## src/rtl/in_debounce_pkg.sv

```systemverilog
// Shared types and default constants for the two-channel input debouncer.
package in_debounce_pkg;

  typedef enum logic [1:0] {
    STABLE_LO = 2'b00,
    PEND_HI   = 2'b01,
    STABLE_HI = 2'b10,
    PEND_LO   = 2'b11
  } deb_state_t;

  localparam int DEB_CYCLES_DEF = 4;
  localparam int CNT_W_DEF      = 3;

endpackage

```

## src/rtl/deb_chan.sv

```systemverilog
// One debounce channel: 2-flop synchronizer, 4-state debounce FSM with a
// pending counter, registered level output and registered edge strobes.
module deb_chan
  import in_debounce_pkg::*;
#(
  parameter int DEB_CYCLES = DEB_CYCLES_DEF,
  parameter int CNT_W      = CNT_W_DEF
) (
  input  logic clk,
  input  logic reset_n,
  input  logic raw,
  output logic lvl,
  output logic rise,
  output logic fall
);

  localparam logic [CNT_W-1:0] CNT_LAST = CNT_W'(DEB_CYCLES - 1);

  logic             sync1_q, s_q;
  deb_state_t       state_q, state_d;
  logic [CNT_W-1:0] cnt_q, cnt_d;
  logic             lvl_q, lvl_d;
  logic             rise_q, rise_d;
  logic             fall_q, fall_d;

  // Bring the asynchronous raw line into the clk domain.
  always_ff @(posedge clk or negedge reset_n) begin
    if (!reset_n) begin
      sync1_q <= 1'b0;
      s_q     <= 1'b0;
    end else begin
      sync1_q <= raw;
      s_q     <= sync1_q;
    end
  end

  // Next state / counter; level and strobes derive from the next state so
  // the registered level lands on the same edge as the state change.
  always_comb begin
    state_d = state_q;
    cnt_d   = cnt_q;
    unique case (state_q)
      STABLE_LO: if (s_q) begin
        state_d = PEND_HI;
        cnt_d   = CNT_W'(1);
      end
      PEND_HI: begin
        if (!s_q) begin
          state_d = STABLE_LO;
          cnt_d   = '0;
        end else if (cnt_q == CNT_LAST) begin
          state_d = STABLE_HI;
          cnt_d   = '0;
        end else begin
          cnt_d = cnt_q + CNT_W'(1);
        end
      end
      STABLE_HI: if (!s_q) begin
        state_d = PEND_LO;
        cnt_d   = CNT_W'(1);
      end
      PEND_LO: begin
        if (s_q) begin
          state_d = STABLE_HI;
          cnt_d   = '0;
        end else if (cnt_q == CNT_LAST) begin
          state_d = STABLE_LO;
          cnt_d   = '0;
        end else begin
          cnt_d = cnt_q + CNT_W'(1);
        end
      end
      default: begin
        state_d = STABLE_LO;
        cnt_d   = '0;
      end
    endcase
    lvl_d  = (state_d == STABLE_HI) || (state_d == PEND_LO);
    rise_d = lvl_d & ~lvl_q;
    fall_d = ~lvl_d & lvl_q;
  end

  // FSM state, counter and registered outputs.
  always_ff @(posedge clk or negedge reset_n) begin
    if (!reset_n) begin
      state_q <= STABLE_LO;
      cnt_q   <= '0;
      lvl_q   <= 1'b0;
      rise_q  <= 1'b0;
      fall_q  <= 1'b0;
    end else begin
      state_q <= state_d;
      cnt_q   <= cnt_d;
      lvl_q   <= lvl_d;
      rise_q  <= rise_d;
      fall_q  <= fall_d;
    end
  end

  assign lvl  = lvl_q;
  assign rise = rise_q;
  assign fall = fall_q;

endmodule

```

## src/rtl/in_debounce.sv

```systemverilog
// Two independent debounce channels plus a start-up counter that raises
// 'settled' in step with the earliest possible valid debounced level.
module in_debounce
  import in_debounce_pkg::*;
#(
  parameter int DEB_CYCLES = DEB_CYCLES_DEF,
  parameter int CNT_W      = CNT_W_DEF
) (
  input  logic clk,
  input  logic reset_n,
  input  logic raw1,
  input  logic raw2,
  output logic in1,
  output logic in2,
  output logic in1_rise,
  output logic in1_fall,
  output logic in2_rise,
  output logic in2_fall,
  output logic settled
);

  // One extra bit so the start-up target DEB_CYCLES+2 always fits.
  localparam int             SU_W   = CNT_W + 1;
  localparam logic [SU_W-1:0] SU_MAX = SU_W'(DEB_CYCLES + 2);

  logic [SU_W-1:0] su_cnt_q, su_cnt_d;
  logic            settled_q, settled_d;

  deb_chan #(.DEB_CYCLES(DEB_CYCLES), .CNT_W(CNT_W)) u_chan1 (
    .clk(clk), .reset_n(reset_n), .raw(raw1),
    .lvl(in1), .rise(in1_rise), .fall(in1_fall)
  );

  deb_chan #(.DEB_CYCLES(DEB_CYCLES), .CNT_W(CNT_W)) u_chan2 (
    .clk(clk), .reset_n(reset_n), .raw(raw2),
    .lvl(in2), .rise(in2_rise), .fall(in2_fall)
  );

  // Saturating count of edges since reset release.
  always_comb begin
    su_cnt_d  = (su_cnt_q == SU_MAX) ? su_cnt_q : su_cnt_q + SU_W'(1);
    settled_d = (su_cnt_d == SU_MAX);
  end

  // Start-up counter and registered settled flag.
  always_ff @(posedge clk or negedge reset_n) begin
    if (!reset_n) begin
      su_cnt_q  <= '0;
      settled_q <= 1'b0;
    end else begin
      su_cnt_q  <= su_cnt_d;
      settled_q <= settled_d;
    end
  end

  assign settled = settled_q;

endmodule

```

## config.mk

```make
export PLATFORM = sky130hd
export DESIGN_NAME = in_debounce
export DESIGN_NICKNAME = d
export VERILOG_FILES = /design/src/rtl/in_debounce_pkg.sv /design/src/rtl/deb_chan.sv /design/src/rtl/in_debounce.sv
export SDC_FILE = /design/constraint.sdc
export NUM_CORES = 1
export LEC_CHECK = 0
export BUFFER_PORTS_ARGS = -buffer_cell sky130_fd_sc_hd__buf_2
export CAP_MARGIN = 20
export CORE_MARGIN = 5
export CORE_UTILIZATION = 50
export DETAILED_ROUTE_END_ITERATION = 12
export GPL_TIMING_DRIVEN = 0
export HOLD_SLACK_MARGIN = 0.15
export PLACE_DENSITY = 0.76
export SYNTH_ARGS = -nofsm -noshare
export SYNTH_HDL_FRONTEND = slang
export SYNTH_HIERARCHICAL = 1
export SYNTH_SLANG_ARGS = --single-unit
```

## constraint.sdc

```tcl
create_clock -name clk -period 2.6 [get_ports clk]
set_input_delay 0.52 -clock clk [delete_from_list [all_inputs] [get_ports clk]]
set_output_delay 0.52 -clock clk [all_outputs]
set_load 0.005 [all_outputs]
```

; After elaboration in Yosys (flattened, before gate mapping)
; Cells that the tools add are included.
[op_classes]
n_addsub = 3
eq_ne = 18
n_mux = 27
n_bitwise = 8
reduce_logical = 6
[ops]
columns = cell, n
row1 = $mux 3, 10
row2 = $mux 2, 12
row3 = $pmux 3 s4, 2
row4 = $eq 2x2->1 const B, 8
row5 = $pmux 2 s4, 2
row6 = $eq 4x3->1 const B, 2
row7 = $add 3x1->3 const B, 2
row8 = $eq 3x2->1 const B, 2
row9 = $add 4x1->4 const B, 1
row10 = $and 1x1->1, 4
row11 = $eq 2x1->1 const B, 2
row12 = $logic_not 2->1, 2
row13 = $mux 4, 1
row14 = $ne 2x1->1 const B, 2
row15 = $ne 2x2->1 const B, 2
row16 = $not 1->1, 4
row17 = $reduce_and 2->1, 2
row18 = $logic_or 1x1->1, 2
[totals]
ff_bits = 25
inputBits = 4
out_inout_bits = 7
wordCells = 78

; Longest topological paths before layout
; Gate-level depths: netlist (run 1).
[depth]
ltp_word = 8
ltp_mapped = 5
ltp_nobuf = 5

; Modules after synthesis
; Netlist (run 1), hierarchy kept.
[modules_own_cells]
columns = module, instances, cells_each, area_each_um2, seq_area_each_um2
row1 = deb_chan, 2, 26, 350.3, 225.2
row2 = in_debounce, 1, 22, 260.2, 125.1

; Worst setup path after synthesis (run 1)
; Ideal clock, no wire load.
[synth_path]
path_type = flip-flop to flip-flop
startpoint = register su_cnt_q[0]
endpoint = register settled_q (netlist: settled)
setup_time_ns = 0.096
arrival_time_ns = 1.210
t_required_ns = 2.504
slack_ns = 1.295
path_stages_with_launch = 6
n_path_buf = 0
synth_period_minus_slack_ns = 1.305
path_cell_list = dfrtp_1 inv_1 ha_1 nor2_1 mux2_4 a311oi_2
[synth_between]
elab_chain_len = 3
word_cells_on_any_way = 4
cone_classes = add/sub: 1 / eq/ne: 2 / mux: 1
[synth_lines]
columns = item, line
row1 = from (decl), in_debounce.sv:26  ; logic [SU_W-1:0] su_cnt_q, su_cnt_d;
row2 = from (signal assigned), in_debounce.sv:51  ; su_cnt_q <= su_cnt_d;
row3 = $add 4x1->4 or $eq 4x3->1 (tied branches), in_debounce.sv:41  ; su_cnt_d = (su_cnt_q == SU_MAX) ? su_cnt_q : su_cnt_q + SU_W'(1);
row4 = $mux 4 *, in_debounce.sv:41
row5 = via su_cnt_d[3], in_debounce.sv:26
row6 = $eq 4x3->1 *, in_debounce.sv:42  ; settled_d = (su_cnt_d == SU_MAX);
row7 = via settled_d, in_debounce.sv:27  ; logic settled_q, settled_d;
row8 = to (signal assigned), in_debounce.sv:52  ; settled_q <= settled_d;
row9 = to (decl), in_debounce.sv:27
; Mark *: on every way through the listed nets, which the timed path passes. The rest lies on a longest branch.
; A chain may end at the register's enable or synchronous reset.

==> run summary, run 1 <==
The total track usage came out at between 10% and 20%. Across the routed clock network, the largest skew measured is 0.00128 ns. Counting both buffers and inverters, the worst setup path holds a total of 1. TritonCTS built the clock tree. The CTS H-tree depth is 1. In this run the worst setup path begins at u_chan1/state_q[1]$_DFF_PN0_. The count of nets after finishing is 97. The post-cts gate resize count came out at 0. The reg-to-reg setup timing slack is 1.19 ns. The number of top-level design ports came out at 11. The first-pass GRT wire length came out at 2450 um. In this run the tightest slew margin relative to its limit is about 68%. The count of inserted antenna diode cells came out at 0.

The worst register-to-register path has a depth of 5. The flow ran to the end, and the final reports show no timing, DRC or antenna violations. In this run the worst setup path terminates at in1. Clock tree synthesis selected as its root buffer the cell sky130_fd_sc_hd__clkbuf_4. The total overflow left after global routing is 0. The per-cell routed wire length is 12.0 um. No sink is reached through more buffers than the 2 on the longest clock path. The power per standard cell area came out at roughly 800 nW/um^2. Cells with a size suffix above 1 make up 25.0% of the layout. For the worst setup path, the data arrival time is ~0.93 ns. Among cell families on the critical path, the largest total delay comes from flip-flops.

The detailed-router iteration count before antenna repair came out at 4. Setup violations remaining at the end of the flow were counted as 0. The clock transition at the registers of the reported paths came out at 0.11 ns. The netlist uses 21 different library cells. The number of global-route vias before repair came out at 587.

The final wirelength came out at 1350 um. The count of filler cells inserted in the layout is 141. Counting the buffers created by CTS gives 3.

The half-perimeter wire length after detailed placement is 978 um. Once the floorplan was initialized, standard cells occupied 53.9% of the core. The final estimated routing congestion in global placement is 0.809. The startpoint identified for the worst register-to-register timing path is su_cnt_q[0]$_DFF_PN0_.

For this run, the slowest stage of the critical path takes 0.46 ns. Dividing the final minimum period by the clock period gives between 50 and 60%. The sequential cell area fraction in the yosys report is 59.9%. Across all hold checks on the routed design, the worst slack comes to roughly 0.15 ns. In this run the worst path has a maximum fanout of 5. The die area is 2900 um^2. Compared with the post-synthesis result, the final layout area differs by 11.2%.

After synthesis, the mean cell area works out to 13.0 um^2. The remaining antenna violation count after routing is 0. STA puts the critical path data required time at between 2 and 2.5 ns.

The total placed cells including tap cells is 109. The worst setup path is captured at a primary output. The final number of max-transition violations is 0. Entering global routing, the biggest net connects 24 pins. The clock latency at the later pin of the worst-skew pair came out at 0.31 ns.

Synthesis inferred 23 register bits. The routed via count divided by cell count is 5.05. The hold-fix buffer count after cts is 0. Static timing analysis puts the maximum clock frequency at 0.691 GHz. The leakage power came out at between 0.0004 and 0.0005 uW. The number of buffers inserted by post-CTS setup repair came out at 0. In this run the horizontal extent of the chip is 53.8 um. The worst-case vdd ir drop is 539 uV. The mapped netlist covers 961 um^2.

The initial antenna violation count came out at 0. Counting every sink on the clock net gives 23. Row generation in the floorplan step produced 15 rows. For this run, design rule violations remaining after detail routing come to 0. The number of maximum-capacitance violations is 0. Summing all multi-input logic gate instances after layout gives ~380 um^2. The Yosys step of the flow raised 6 warnings. The shortest clock period the worst path allows after layout is 1.45 ns. The total core area came out at 1780 um^2.

The slowest stage of the critical path is the sky130_fd_sc_hd__dfrtp_1 cell. The net count after synthesis came out at 82. Setup repair after global routing left no endpoint under its margin. The summed area of non-filler cells in the final layout is 1070 um^2. The number of hold-slack violations in the final timing report is 0. The post-place instance area came out at 1040 um^2. In this run the tool buffered the top-level ports with 10 buffer cells. The final standard cell count with taps included and fillers excluded came out at approximately 110. The sequential cell area in the final layout is 576 um^2. The die height is approximately 54 um. In this run the critical register-to-register path is captured at settled$_DFF_PN0_.

The sort of element at the start of the critical path is a flip-flop. In this run the number of cells on the critical path is 1. The pin slew with the least headroom to its limit came out at 0.478 ns. The final sum of negative setup slack came out at 0 ns.

In this run the worst hold path is classified as in2async. The final route contains 571 vias. The signal on the critical path passes through buf_2. The instance count of the mapped netlist came out at 74. The initial detailed-routing violation count came out at 11. The worst setup path is of the reg2out kind.
==> layout by cell type, fill, tap and decap left out, drive strengths merged <==
master	Yosys	final
a311oi	1	1
nor2	5	5
nand4b	3	3
a22o	2	2
o21a	3	3
dfrtp	23	23
nand3	3	3
nor3b	4	4
nand2	5	5
buf	0	10
mux2	3	3
xnor2	1	1
clkbuf	0	4
ha	4	4
nand2b	3	3
inv	2	2
nor2b	3	3
xor2	2	2
and2	2	2
nand3b	1	1
o21ai	4	4
==> per-layer routing <==
metal	GRT usage [%]	routed length [um]	share of wire [%]	up-vias
li1	-	-	-	282
met1	13.8	635	47	273
met2	19.6	599	44	11
met3	6.37	99	7.3	5
met4	3.83	19	1.4	0
met5	0	0	0	-
==> sequential cells by signal (all words and copies together) (netlist names), 2 cells and up <==
signal / cells
su_cnt_q: 4
u_chan1/state_q: 2
u_chan1/cnt_q: 3
u_chan2/state_q: 2
u_chan2/cnt_q: 3
==> final cells by class <==
cell class | instances | area share [%]
Clock buffer | 4 | 2.46
Inverter | 2 | 0.703
Multi-Input combinational cell | 49 | 35.4
Sequential cell | 23 | 53.9
Tap cell | 25 | 2.93
Timing Repair Buffer | 10 | 4.68
==> stage by stage <==
step | setup WS, ns | total power [uW] | utilization (%)
CTS | 1.13 | 880 | 59.9
global placement | 1.23 | 698 | 58.5
floorplan | 1.29 | 645 | -
detailed placement | 1.21 | 717 | 58.5
finish | 1.15 | 870 | 59.9
global route | 1.07 | 936 | 59.9
==> how the worst min path moves through the flow <==
stage                                         start                      to  slack, ns
after detailed placement  u_chan1/sync1_q$_DFF_PN0_   u_chan1/s_q$_DFF_PN0_       0.34
after CTS                                   reset_n  u_chan1/rise$_DFF_PN0_       0.16
after floorplan                             reset_n       settled$_DFF_PN0_       0.22
after global routing                        reset_n  u_chan1/rise$_DFF_PN0_       0.18
final                                       reset_n  u_chan2/fall$_DFF_PN0_       0.15
after global placement    u_chan1/sync1_q$_DFF_PN0_   u_chan1/s_q$_DFF_PN0_       0.33
==> synth_stat cells, drive strengths merged <==
| library cell | instances | share of area (%) |
|---|---|---|
| dfrtp | 23 | 60 |
| nand2 | 5 | 2.0 |
| nor2 | 5 | 2.0 |
| ha | 4 | 5.2 |
| nor3b | 4 | 3.1 |
| o21ai | 4 | 2.1 |
| mux2 | 3 | 3.9 |
| nand2b | 3 | 2.0 |
| nand3 | 3 | 2.1 |
| nand4b | 3 | 2.7 |
| nor2b | 3 | 2.0 |
| o21a | 3 | 2.3 |
| a22o | 2 | 1.8 |
| and2 | 2 | 1.6 |
| inv | 2 | 0.78 |
| xor2 | 2 | 3.4 |
| a311oi | 1 | 1.6 |
| nand3b | 1 | 0.78 |
| xnor2 | 1 | 0.91 |
==> report_power, final <==
| part | switching (uW) | internal (uW) |
|---|---|---|
| clock | 98.4 | 59.9 |
| combinational | 101 | 117 |
| sequential | 72.6 | 421 |
| total | 272 | 598 |
==> cell families (layout without fill, tap and decap cells) <==
family                     count (synthesis)  after routing  synth area share (%)
buffers and inverters                      2             16                 0.782
DFF                                       23             23                  59.9
and+or+nand+nor                           29             29                  18.1
adders and majority gates                  4              4                  5.21
muxes                                      3              3                  3.91
xor gates and xnor gates                   3              3                  4.30
AOI/OAI and AO/OA                         10             10                  7.81
No activity file was read; power rests on OpenSTA's default activity.
==> run 2, diff against run 1 <==
==> constraint.sdc (replaced) <==
create_clock -name clk -period 1.5 [get_ports clk]
set_input_delay 0.3 -clock clk [delete_from_list [all_inputs] [get_ports clk]]
set_output_delay 0.3 -clock clk [all_outputs]
set_load 0.005 [all_outputs]
==> run 2 against run 1 <==
Compared with the run above: routed wire length is 2.3% higher; cell count grew 3.5%; worst hold slack improved by 0.21 ns; combinational power rose by 76%; flip-flop and latch count stayed put; core utilization rose by 2.1 points; count of clock-buffer cells in the layout unchanged; cell area grew 3.5%; total power up 74%; largest cell class unchanged.
==> run summary, run 2 (synthesis results as in run 1) <==
The flow ran to the end, and the final reports show no timing, DRC or antenna violations. The number of remaining DRC errors came out at 0. The floorplan step set the die height to 53.8 um. The number of hold-slack violations in the final timing report is 0. In the layout the commonest cells are sky130_fd_sc_hd__dfrtp_1 (23), sky130_fd_sc_hd__buf_2 (10), sky130_fd_sc_hd__nand2_1 (5), sky130_fd_sc_hd__nor2_1 (5). The number of flip-flops under the largest register name came out at 4. The initial detailed-routing violation count came out at 11. The number of buffers inserted during clock tree synthesis is 3. The critical path endpoint category is a flip-flop. The sort of element at the start of the critical path is a flip-flop. The final wirelength is 1380 um. The later pin in the worst-skew pair is clocked with a latency of just over 0.3 ns. The total vias in the final route came out at 582. The sink count of the clock tree came out at 23. The final sum of negative setup slack came out at 0 ns. The worst slack after detailed placement came out at 0.110 ns. The worst-case vdd ir drop came out at roughly 940 uV.

The tool flagged a number of max-cap violations equal to 0. The die extent in x is 53.8 um. The initial antenna violation count came to 0. Clock-pin slew was measured on the worst setup and hold paths at 0.11 ns. The count of nets after finishing is approximately 100. Global routing consumed, over all layers together, 12.2% of the routing resources. The count of filler cells inserted in the layout is between 100 and 150. The fmax is 0.734 GHz. The critical path is of the reg2reg type.

In this run the number of H-tree levels came out at 1. The required time of the critical path is about 1.7 ns. The remaining antenna violation count after routing came out at 0. The count of input and output buffers came out at 10. The placement row count came out at 15. The clock tree root driver cell is sky130_fd_sc_hd__clkbuf_4. The leakage power is 0.000508 uW. The number of failing setup endpoints in the final timing report is 0. Leaving out fill and tap cells, the most frequent cell in the layout is sky130_fd_sc_hd__dfrtp_1. The maximum clock skew at final layout came out at 0.00129 ns. More flip-flops sit in one register than any other, and that register is su_cnt_q.

Dividing the detail-routed wire length by the instance count gives 11.8 um. Counting along the longest clock path gives a buffer depth of 2. Measured against its own limit, the worst slew margin works out to between 60% and 70%. The critical-path maximum fanout came out at 3. For this design the ratio of total power to cell area is 1370 nW/um^2.

The initial utilization of the core area, before any placement, comes to 53.9%. The maximum number of pins on one net before global-route repair came out at 24. The routed via count divided by cell count came out at 4.97.

The proportion of layout cells with a drive suffix above 1 is 25.0%. The half-perimeter wire length after detailed placement is 978 um. The total overflow left after global routing is 0. The final number of max-transition violations was 0. The worst hold path belongs to the class reg2reg. The setup slack after layout is 0.138 ns. The die area is 2900 um^2. The final estimated routing congestion in global placement is 0.809. After layout, the minimum clock period comes to about 1.4 ns.

The total core area is 1780 um^2. The detailed-router iteration count before antenna repair came out at 4. The number of global-route vias before repair is 589. The post-route fraction of the period consumed by the critical path is between 90% and 100%.

The worst path arrival time is 1.59 ns. The area growth from synthesis to final layout is 15.1%. The largest registers in the layout are su_cnt_q (4), u_chan1/cnt_q (3), u_chan2/cnt_q (3). The count of inserted antenna diode cells came out at 0. TritonCTS built the clock tree. Setup repair after global routing left no endpoint under its margin.

The number of top-level design ports is 11. The pin slew with the least headroom to its limit came out at between 0.4 and 0.5 ns. The first-pass GRT wire length came out at 2480 um.
-- run 2: changes by cell type in the layout (fill, tap and decap cells not counted), sizes merged --
cell and delta:
dlygate4sd3 +3, buf +1
-- run 2: final cells by class --
cell class / instances / area [um^2] / share of cell area, %
clock buffers: 4 / 26.3 / 2.38
well taps: 25 / 31.3 / 2.83
multi-input cells: 49 / 378 / 34.2
repair buffers: 14 / 87.6 / 7.92
flip-flops and latches: 23 / 576 / 52.0
inverters: 2 / 7.51 / 0.679
-- run 2: final timing paths --
| check | cells after the start | from | slack [ns] | end |
|---|---|---|---|---|
| max in group asynchronous | 2 | reset_n | 0.70 | su_cnt_q[2]$_DFF_PN0_ |
| setup / recovery | 5 | su_cnt_q[0]$_DFF_PN0_ | 0.14 | settled$_DFF_PN0_ |
| hold reg to reg | 0 | u_chan2/sync1_q$_DFF_PN0_ | 0.36 | u_chan2/s_q$_DFF_PN0_ |
| hold / removal | 0 | u_chan2/sync1_q$_DFF_PN0_ | 0.36 | u_chan2/s_q$_DFF_PN0_ |
| min in group asynchronous | 2 | reset_n | 0.47 | u_chan2/fall$_DFF_PN0_ |
| setup reg to reg | 5 | su_cnt_q[0]$_DFF_PN0_ | 0.14 | settled$_DFF_PN0_ |
-- run 2: timing repair --
action                                  in CTS  in global routing
endpoints found under the setup margin       0                  1
resized for setup                            0                  0
hold buffers                                 3                  0
hold endpoints to repair                    25                  0
setup buffers                                0                  1
-- run 2: per-stage QoR --
stage	hold WS, ns	total power (uW)	std cells	area [um^2]	utilization (%)
floorplan	0.00441	1120	74	961	-
global placement	0.288	1210	109	1040	58.5
detailed placement	0.293	1240	109	1040	58.5
CTS	0.369	1530	116	1100	61.6
global route	0.383	1630	117	1110	62.0
finish	0.364	1510	117	1110	62.0
-- run 2: critical path, stage by stage (launching register included) --
cell                       delay (ns)
sky130_fd_sc_hd__dfrtp_1         0.42
sky130_fd_sc_hd__inv_1           0.11
sky130_fd_sc_hd__ha_1            0.20
sky130_fd_sc_hd__nor2_1          0.06
sky130_fd_sc_hd__mux2_4          0.27
sky130_fd_sc_hd__a311oi_2        0.22
-- run 2: report_power, final --
group	leakage, uW	switching [uW]	internal (uW)
clock network	0.0000150	170	104
registers	0.000282	126	730
logic	0.000211	175	208
total	0.000508	472	1040
-- run 2: routing by layer --
layer  up-vias  wire [um]  track usage [%]
li1        290          -                -
met1       276        652             14.1
met2        11        610             19.6
met3         5        101             6.37
met4         0         19             3.83
met5         -          0                0
